===== src/rtl/axi_lite_master.sv =====
// Single-outstanding AXI4-Lite master: one cmd in, one rsp out; AW and W issued together, retired independently.
// All AXI handshake outputs and rsp_* are registered; cmd_ready is high only in IDLE, rsp held until rsp_ready.
module axi_lite_master #(
  parameter int ADDR_WIDTH = 32,
  parameter int DATA_WIDTH = 32
) (
  input  logic                    ACLK,
  input  logic                    ARESET,
  input  logic                    cmd_valid,
  output logic                    cmd_ready,
  input  logic                    cmd_write,
  input  logic [ADDR_WIDTH-1:0]   cmd_addr,
  input  logic [DATA_WIDTH-1:0]   cmd_wdata,
  output logic                    rsp_valid,
  input  logic                    rsp_ready,
  output logic                    rsp_write,
  output logic [DATA_WIDTH-1:0]   rsp_rdata,
  output logic [1:0]              rsp_resp,
  output logic [ADDR_WIDTH-1:0]   AWADDR,
  output logic                    AWVALID,
  input  logic                    AWREADY,
  output logic [DATA_WIDTH-1:0]   WDATA,
  output logic [DATA_WIDTH/8-1:0] WSTRB,
  output logic                    WVALID,
  input  logic                    WREADY,
  input  logic [1:0]              BRESP,
  input  logic                    BVALID,
  output logic                    BREADY,
  output logic [ADDR_WIDTH-1:0]   ARADDR,
  output logic                    ARVALID,
  input  logic                    ARREADY,
  input  logic [DATA_WIDTH-1:0]   RDATA,
  input  logic [1:0]              RRESP,
  input  logic                    RVALID,
  output logic                    RREADY
);

  typedef enum logic [2:0] {IDLE, WR_REQ, WR_RESP, RD_REQ, RD_DATA, RSP} state_t;

  state_t                  state, state_nxt;
  logic [ADDR_WIDTH-1:0]   awaddr_nxt, araddr_nxt;
  logic [DATA_WIDTH-1:0]   wdata_nxt, rsp_rdata_nxt;
  logic                    awvalid_nxt, wvalid_nxt, bready_nxt, arvalid_nxt, rready_nxt;
  logic                    rsp_valid_nxt, rsp_write_nxt;
  logic [1:0]              rsp_resp_nxt;

  assign cmd_ready = (state == IDLE);
  assign WSTRB     = '1;

  always_ff @(posedge ACLK or posedge ARESET) begin
    if (ARESET) begin
      state     <= IDLE;
      AWADDR    <= '0;
      AWVALID   <= 1'b0;
      WDATA     <= '0;
      WVALID    <= 1'b0;
      BREADY    <= 1'b0;
      ARADDR    <= '0;
      ARVALID   <= 1'b0;
      RREADY    <= 1'b0;
      rsp_valid <= 1'b0;
      rsp_write <= 1'b0;
      rsp_rdata <= '0;
      rsp_resp  <= 2'b00;
    end else begin
      state     <= state_nxt;
      AWADDR    <= awaddr_nxt;
      AWVALID   <= awvalid_nxt;
      WDATA     <= wdata_nxt;
      WVALID    <= wvalid_nxt;
      BREADY    <= bready_nxt;
      ARADDR    <= araddr_nxt;
      ARVALID   <= arvalid_nxt;
      RREADY    <= rready_nxt;
      rsp_valid <= rsp_valid_nxt;
      rsp_write <= rsp_write_nxt;
      rsp_rdata <= rsp_rdata_nxt;
      rsp_resp  <= rsp_resp_nxt;
    end
  end

  always_comb begin
    state_nxt     = state;
    awaddr_nxt    = AWADDR;
    awvalid_nxt   = AWVALID;
    wdata_nxt     = WDATA;
    wvalid_nxt    = WVALID;
    bready_nxt    = BREADY;
    araddr_nxt    = ARADDR;
    arvalid_nxt   = ARVALID;
    rready_nxt    = RREADY;
    rsp_valid_nxt = rsp_valid;
    rsp_write_nxt = rsp_write;
    rsp_rdata_nxt = rsp_rdata;
    rsp_resp_nxt  = rsp_resp;
    case (state)
      IDLE: begin
        if (cmd_valid) begin
          if (cmd_write) begin
            awaddr_nxt  = cmd_addr;
            wdata_nxt   = cmd_wdata;
            awvalid_nxt = 1'b1;
            wvalid_nxt  = 1'b1;
            state_nxt   = WR_REQ;
          end else begin
            araddr_nxt  = cmd_addr;
            arvalid_nxt = 1'b1;
            state_nxt   = RD_REQ;
          end
        end
      end
      WR_REQ: begin
        if (AWVALID && AWREADY) awvalid_nxt = 1'b0;
        if (WVALID && WREADY)   wvalid_nxt  = 1'b0;
        // Both channels retired (possibly the last one this very cycle).
        if (!awvalid_nxt && !wvalid_nxt) begin
          bready_nxt = 1'b1;
          state_nxt  = WR_RESP;
        end
      end
      WR_RESP: begin
        if (BVALID && BREADY) begin
          bready_nxt    = 1'b0;
          rsp_valid_nxt = 1'b1;
          rsp_write_nxt = 1'b1;
          rsp_rdata_nxt = '0;
          rsp_resp_nxt  = BRESP;
          state_nxt     = RSP;
        end
      end
      RD_REQ: begin
        if (ARVALID && ARREADY) begin
          arvalid_nxt = 1'b0;
          rready_nxt  = 1'b1;
          state_nxt   = RD_DATA;
        end
      end
      RD_DATA: begin
        if (RVALID && RREADY) begin
          rready_nxt    = 1'b0;
          rsp_valid_nxt = 1'b1;
          rsp_write_nxt = 1'b0;
          rsp_rdata_nxt = RDATA;
          rsp_resp_nxt  = RRESP;
          state_nxt     = RSP;
        end
      end
      RSP: begin
        if (rsp_ready) begin
          rsp_valid_nxt = 1'b0;
          state_nxt     = IDLE;
        end
      end
      default: state_nxt = IDLE;
    endcase
  end

endmodule


===== config.mk =====
export PLATFORM = sky130hd
export DESIGN_NAME = axi_lite_master
export DESIGN_NICKNAME = d
export VERILOG_FILES = /design/src/rtl/axi_lite_master.sv
export SDC_FILE = /design/constraint.sdc
export NUM_CORES = 1
export LEC_CHECK = 0
export BUFFER_PORTS_ARGS = -buffer_cell sky130_fd_sc_hd__buf_2
export CAP_MARGIN = 30
export CORE_AREA = 2 2 131 95
export CTS_BUF_LIST = sky130_fd_sc_hd__clkbuf_2 sky130_fd_sc_hd__clkbuf_4 sky130_fd_sc_hd__clkbuf_8
export CTS_CLUSTER_DIAMETER = 80
export CTS_CLUSTER_SIZE = 14
export DETAILED_ROUTE_END_ITERATION = 6
export DIE_AREA = 0 0 133 97
export GPL_TIMING_DRIVEN = 0
export PLACE_DENSITY = 0.81
export SETUP_SLACK_MARGIN = 0.05
export SYNTH_ARGS = -nofsm -noshare
export SYNTH_HDL_FRONTEND = slang
export SYNTH_SLANG_ARGS = --single-unit
export TNS_END_PERCENT = 30

===== constraint.sdc =====
create_clock -name ACLK -period 5.5 [get_ports ACLK]
set_clock_uncertainty 0.15 [all_clocks]
set_input_delay 0 -clock ACLK [delete_from_list [all_inputs] [get_ports ACLK]]
set_output_delay 0 -clock ACLK [all_outputs]
set_load 0.01 [all_outputs]

After elaboration in Yosys (flattened, before gate mapping)
Cells that the tools add are included.
Word-level totals
  logic and storage cells: 88
  bits in registers: 140
  memory bits (read-only): 0
  bits in writable memories: 0
  bits in latches: 0
  memories: 0
Operators by class
  add/sub/neg operators: 0
  order comparisons: 0
  multiply operators: 0
  mux-type cells: 37
  shifts and indexed selects: 0
  equality and inequality tests: 13
  divide/modulo/power cells: 0
  reductions and logical operators: 24
  bitwise operators: 1
Operator list (number)
  $mux W32: 2
  $pmux W32 S2: 1
  $mux W3: 6
  $pmux W3 S6: 1
  $reduce_and A3 Y1: 6
  $mux W1: 16
  $ne A2 B2 Y1 const B: 7
  $pmux W1 S2: 6
  $reduce_bool A2 Y1: 5
  $reduce_and A4 Y1: 2
  $eq A3 B2 Y1 const B: 2
  $eq A3 B3 Y1 const B: 2
  $logic_and A1 B1 Y1: 6
  $mux W2: 3
  $reduce_and A6 Y1: 1
  $pmux W2 S2: 1
  $eq A3 B1 Y1 const B: 1
  $logic_not A3 Y1: 1
  $pmux W1 S3: 1
  $reduce_bool A3 Y1: 1
  $logic_not A1 Y1: 2
  $ne A2 B1 Y1 const B: 1
  $not A1 Y1: 1

Depth between registers and ports, before layout
  depth after elaboration: 7
  depth in mapped cells: 7
  gate-level depth less buffers: 4

Worst setup path before layout
No wires, ideal clock.
  kind: register -> register
  start point: register state[2]
  end point: register ARADDR[10]
  arrival: 1.628 ns
  path buffers: 2
  clock period less this slack: 1.902 ns
  stages on the path, launching flop included: 7
  path slack: 3.598 ns
  path through: dfrtp_1 > buf_2 > nor3_4 > nand2_1 > nor2_2 > buf_4 > mux2_2
Between the ends
  word-level cells in the longest chain between the ends: 2
RTL lines
  start: declaration: line 40  | state_t state, state_nxt;
  start signal: assignment: line 66  | state <= state_nxt;
  $logic_not A3 Y1
  named net cmd_ready: line 10  | output logic cmd_ready,
  $reduce_and A3 Y1 (no source line)
  end signal: assignment: line 72  | ARADDR <= araddr_nxt;
  end: declaration: line 29  | output logic [ADDR_WIDTH-1:0] ARADDR,
The timed path passes the listed nets, and every way through them passes these cells.
A chain may end at the register's enable or synchronous reset.

Worst setup path after layout
  start point: register state[0]
  end point: register rsp_resp[1]
Between the ends
  word-level cells in the longest chain between the ends: 3
RTL lines
  $eq A3 B3 Y1 / $eq A3 B2 Y1 (equally long branches): line 96  | case (state)
  $ne A2 B2 Y1 (no source line) / $reduce_bool A2 Y1 (equally long branches)
  $reduce_and A3 Y1 (no source line)
  end signal: assignment: line 78  | rsp_resp <= rsp_resp_nxt;
  end: declaration: line 18  | output logic [1:0] rsp_resp,
Parallel ways exist; a longest one is shown, timed or not.

==> impl_metrics.py <==
metrics = {
    "worst_hold_path": {
        "min_path_type": "primary input to async pin",
    },
    "global_routing": {
        "grt-ovfl-total": 0,
        "met2_usage_pct": 44.9,
        "grt_pass1_vias": 5255,
        "grt_antenna_before_repair": 0,
        "grt_max_degree": 90,
        "busiest_layer": "met2",
        "grt_pass1_wl_um": 26800,
        "grt_usage_pct": 26.3,
        "use_met1_pct": 30.7,
        "grt_util_met3_pct": 9.07,
    },
    "logic_synthesis": {
        "synth.distinct_cells": 33,
        "synth_warnings": 0,
        "async_flop_share_pct": 100,
        "synthTopCellsByArea": "dfrtp_1 63%, mux2_2 20%, nand2_1 5.1%",
        "avgSynthCellArea_um2": 13.3,
        "ys_seq_elements": 140,
        "synth_area_mm2": 0.00555,
        "seq_area_frac_synth_pct": 63.1,
        "synth_top_area_share_pct": 63.1,
        "synth_cells": 419,
        "synth_area_leader_cell": "dfrtp_1",
        "synth_enable_flop_cells": 0,
        "synth_ff_type": "dfrtp_1",
    },
    "floorplan": {
        "core-area_mm2": 0.0115,
        "start_util_pct": 48.2,
        "dieHeight_um": 97,
        "placementRows": 33,
        "ios": 252,
        "die-area_mm2": 0.0129,
        "die_w_um": 133,
    },
    "power": {
        "peakVddDrop_v": 0.000336,
        "swShare_pct": 35.7,
        "p_comb_share_pct": 40.4,
        "pwr-share-seq_pct": 39.2,
        "leakagePower_uw": 0.00425,
        "p_int_uw": 3010,
        "power_frac_clock_pct": 20.4,
        "power.density_mw_per_mm2": 546,
        "power_switching_uw": 1680,
    },
    "clocking": {
        "root_buffer": "clkbuf_8",
        "cts_max_path_buffers": 2,
        "cts_tree": "yes",
        "worstSkewPairLatency_ps": 420,
        "numCtsBuffers": 17,
        "clkTransAtPathRegs_ps": 80,
        "clkSinkCount": 140,
        "cts_setup_buffers": 0,
        "h-tree-depth": 4,
    },
    "layout": {
        "nets": 908,
        "stdcell_area_mm2": 0.00858,
        "seqCellArea_mm2": 0.00350,
        "n_antenna_cell": 0,
        "syn_to_final_growth_pct": 54.6,
        "multiInputGateArea_mm2": 0.00184,
        "drive_gt1_share_pct": 50.1,
        "nFillCells": 689,
    },
    "detailed_routing": {
        "routed-via-count": 4891,
        "drt_iter0_markers": 243,
        "vias_per_cell": 5.05,
        "postRouteAntennaNets": 0,
        "totalWireLength_um": 16400,
        "drcViolationCount": 0,
        "drt_first_pass_iters": 5,
        "wl_per_cell_um": 17.0,
    },
    "timing": {
        "fin_crit_ps": 2140,
        "hold_viol_final": 0,
        "period_share_pct": 38.9,
        "setup_viol_count_final": 0,
        "rsz0062_at_grt": "false",
        "tns_ps": 0,
        "slew_violations": 0,
        "max_freq_mhz": 468,
    },
    "critical_path": {
        "cp.arrival_ps": 2280,
        "path_max_fanout": 10,
        "reg2reg_depth": 5,
        "required_ps": 5640,
        "worst_r2r_endpoint": "rsp_resp[1]",
        "r2r-start": "state[0]",
        "critPathKind": "flop to flop",
        "worst_setup_path_end_kind": "flop",
        "cp_cell_sequence": "nor3b_1, buf_4, mux2i_1, dlygate4sd3_1, o21ai_0",
        "rrSetupSlack_ps": 3360,
        "critPathLaunchType": "flop",
        "slowest_stage": "dlygate4sd3_1",
        "cpPeakStageDelay_ps": 580,
    },
    "place": {
        "place_area_mm2": 0.00703,
        "numPortBuffers": 247,
        "place_hpwl_um": 10500,
        "place_congestion": 0.910,
    },
    "run": {
        "cap_violations": 0,
    },
    "run_status": {
        "status": "finished clean",
    },
}
[layer usage]
| metal | vias to the layer above | share of wire [%] |
|---|---|---|
| met5 | - | 0 |
| met4 | 0 | 2.1 |
| met3 | 36 | 8.0 |
| met2 | 250 | 51 |
| met1 | 2413 | 39 |
| li1 | 2192 | - |
[through the flow]
stage | setup WS [ps] | hold slack, ps | total power, uW | cells | utilization [%]
after floorplan | 1600 | -55.2 | 2830 | 422 | -
after global placement | 408 | 45.4 | 3540 | 826 | 60.7
after detailed placement | 3410 | -77.7 | 3640 | 827 | 61.0
after CTS | 3400 | 15.6 | 4670 | 968 | 74.5
after global routing | 3270 | 17.7 | 4960 | 968 | 74.5
final | 3360 | 1.43 | 4690 | 968 | 74.5
[worst max-delay path: cells and delay by family (launching register included)]
| kind | cells | cell delay [ps] |
|---|---|---|
| flops | 1 | 480 |
| compound gates | 1 | 90 |
| buf+inv | 2 | 800 |
| simple gates | 1 | 230 |
| mux | 1 | 260 |
[power by group through the flow]
stage               clock network (uW)  logic (uW)  registers, uW
floorplan                            0         772           2060
global placement                     0        1740           1800
detailed placement                   0        1810           1830
CTS                                978        1880           1820
global route                      1020        2040           1900
finish                             958        1890           1840
[timing repair]
| item | CTS | global route |
|---|---|---|
| endpoints found under the setup margin | 0 | 0 |
| hold endpoints to repair | 279 | 0 |
| gates resized for setup | 0 | 0 |
| hold buffers | 109 | 0 |
[area by class of cell]
class	count	share of cell area (%)
Multi-Input combinational cell	247	21.5
Clock buffer	19	2.90
Buffer	29	2.29
Clock inverter	13	2.49
Tap cell	157	2.29
Timing Repair Buffer	357	27.4
Inverter	6	0.321
Sequential cell	140	40.8
[cells in the final DEF, fill, tap and decap left out, drive strengths merged, types with 2 or more instances in the layout]
cell type    instances
a21oi                2
a22oi                3
a31oi                2
and3b                2
buf                272
bufinv               5
clkbuf              24
clkinv               3
clkinvlp             2
conb                 4
dfrtp              140
dlygate4sd3        109
inv                  9
mux2                97
mux2i                3
nand2               76
nand2b               2
nand3                2
nor2                 2
nor3                 2
nor3b                2
o21ai               37
[synthesized netlist by cell type, drive strengths merged, types with 2 or more instances]
| master | number |
|---|---|
| a21oi | 2 |
| a22oi | 3 |
| a31oi | 2 |
| and3b | 2 |
| buf | 24 |
| clkbuf | 5 |
| dfrtp | 140 |
| inv | 6 |
| mux2 | 97 |
| mux2i | 3 |
| nand2 | 76 |
| nand2b | 2 |
| nand3 | 2 |
| nor2 | 2 |
| nor3 | 2 |
| nor3b | 2 |
| o21ai | 37 |
[sequential cells by signal (all words and copies together) (netlist names)]
register,flops
ARADDR,32
AWADDR,32
WDATA,32
rsp_rdata,32
state,3
rsp_resp,2
ARVALID,1
AWVALID,1
BREADY,1
RREADY,1
WVALID,1
rsp_valid,1
rsp_write,1
[kinds of logic after synthesis]
| group | Yosys count | share of synthesized area (%) |
|---|---|---|
| other cells | 1 | 0.0675 |
| mux | 100 | 20.2 |
| flops | 140 | 63.1 |
| simple gates | 91 | 7.08 |
| buf+inv | 35 | 3.94 |
| compound gates | 52 | 5.61 |
[worst max path at each step]
stage | start | endpoint | slack [ps] | cells past startpoint
final | state[0] | rsp_resp[1] | 3360 | 5
after global routing | state[0] | rsp_resp[1] | 3270 | 5
after CTS | state[2] | ARADDR[25] | 3400 | 6
after detailed placement | state[2] | ARADDR[25] | 3410 | 6
after global placement | ARESET | ARADDR[1] | 410 | 2
after floorplan | ARESET | ARADDR[0] | 1600 | 1
(Power assumes the default switching activity.)
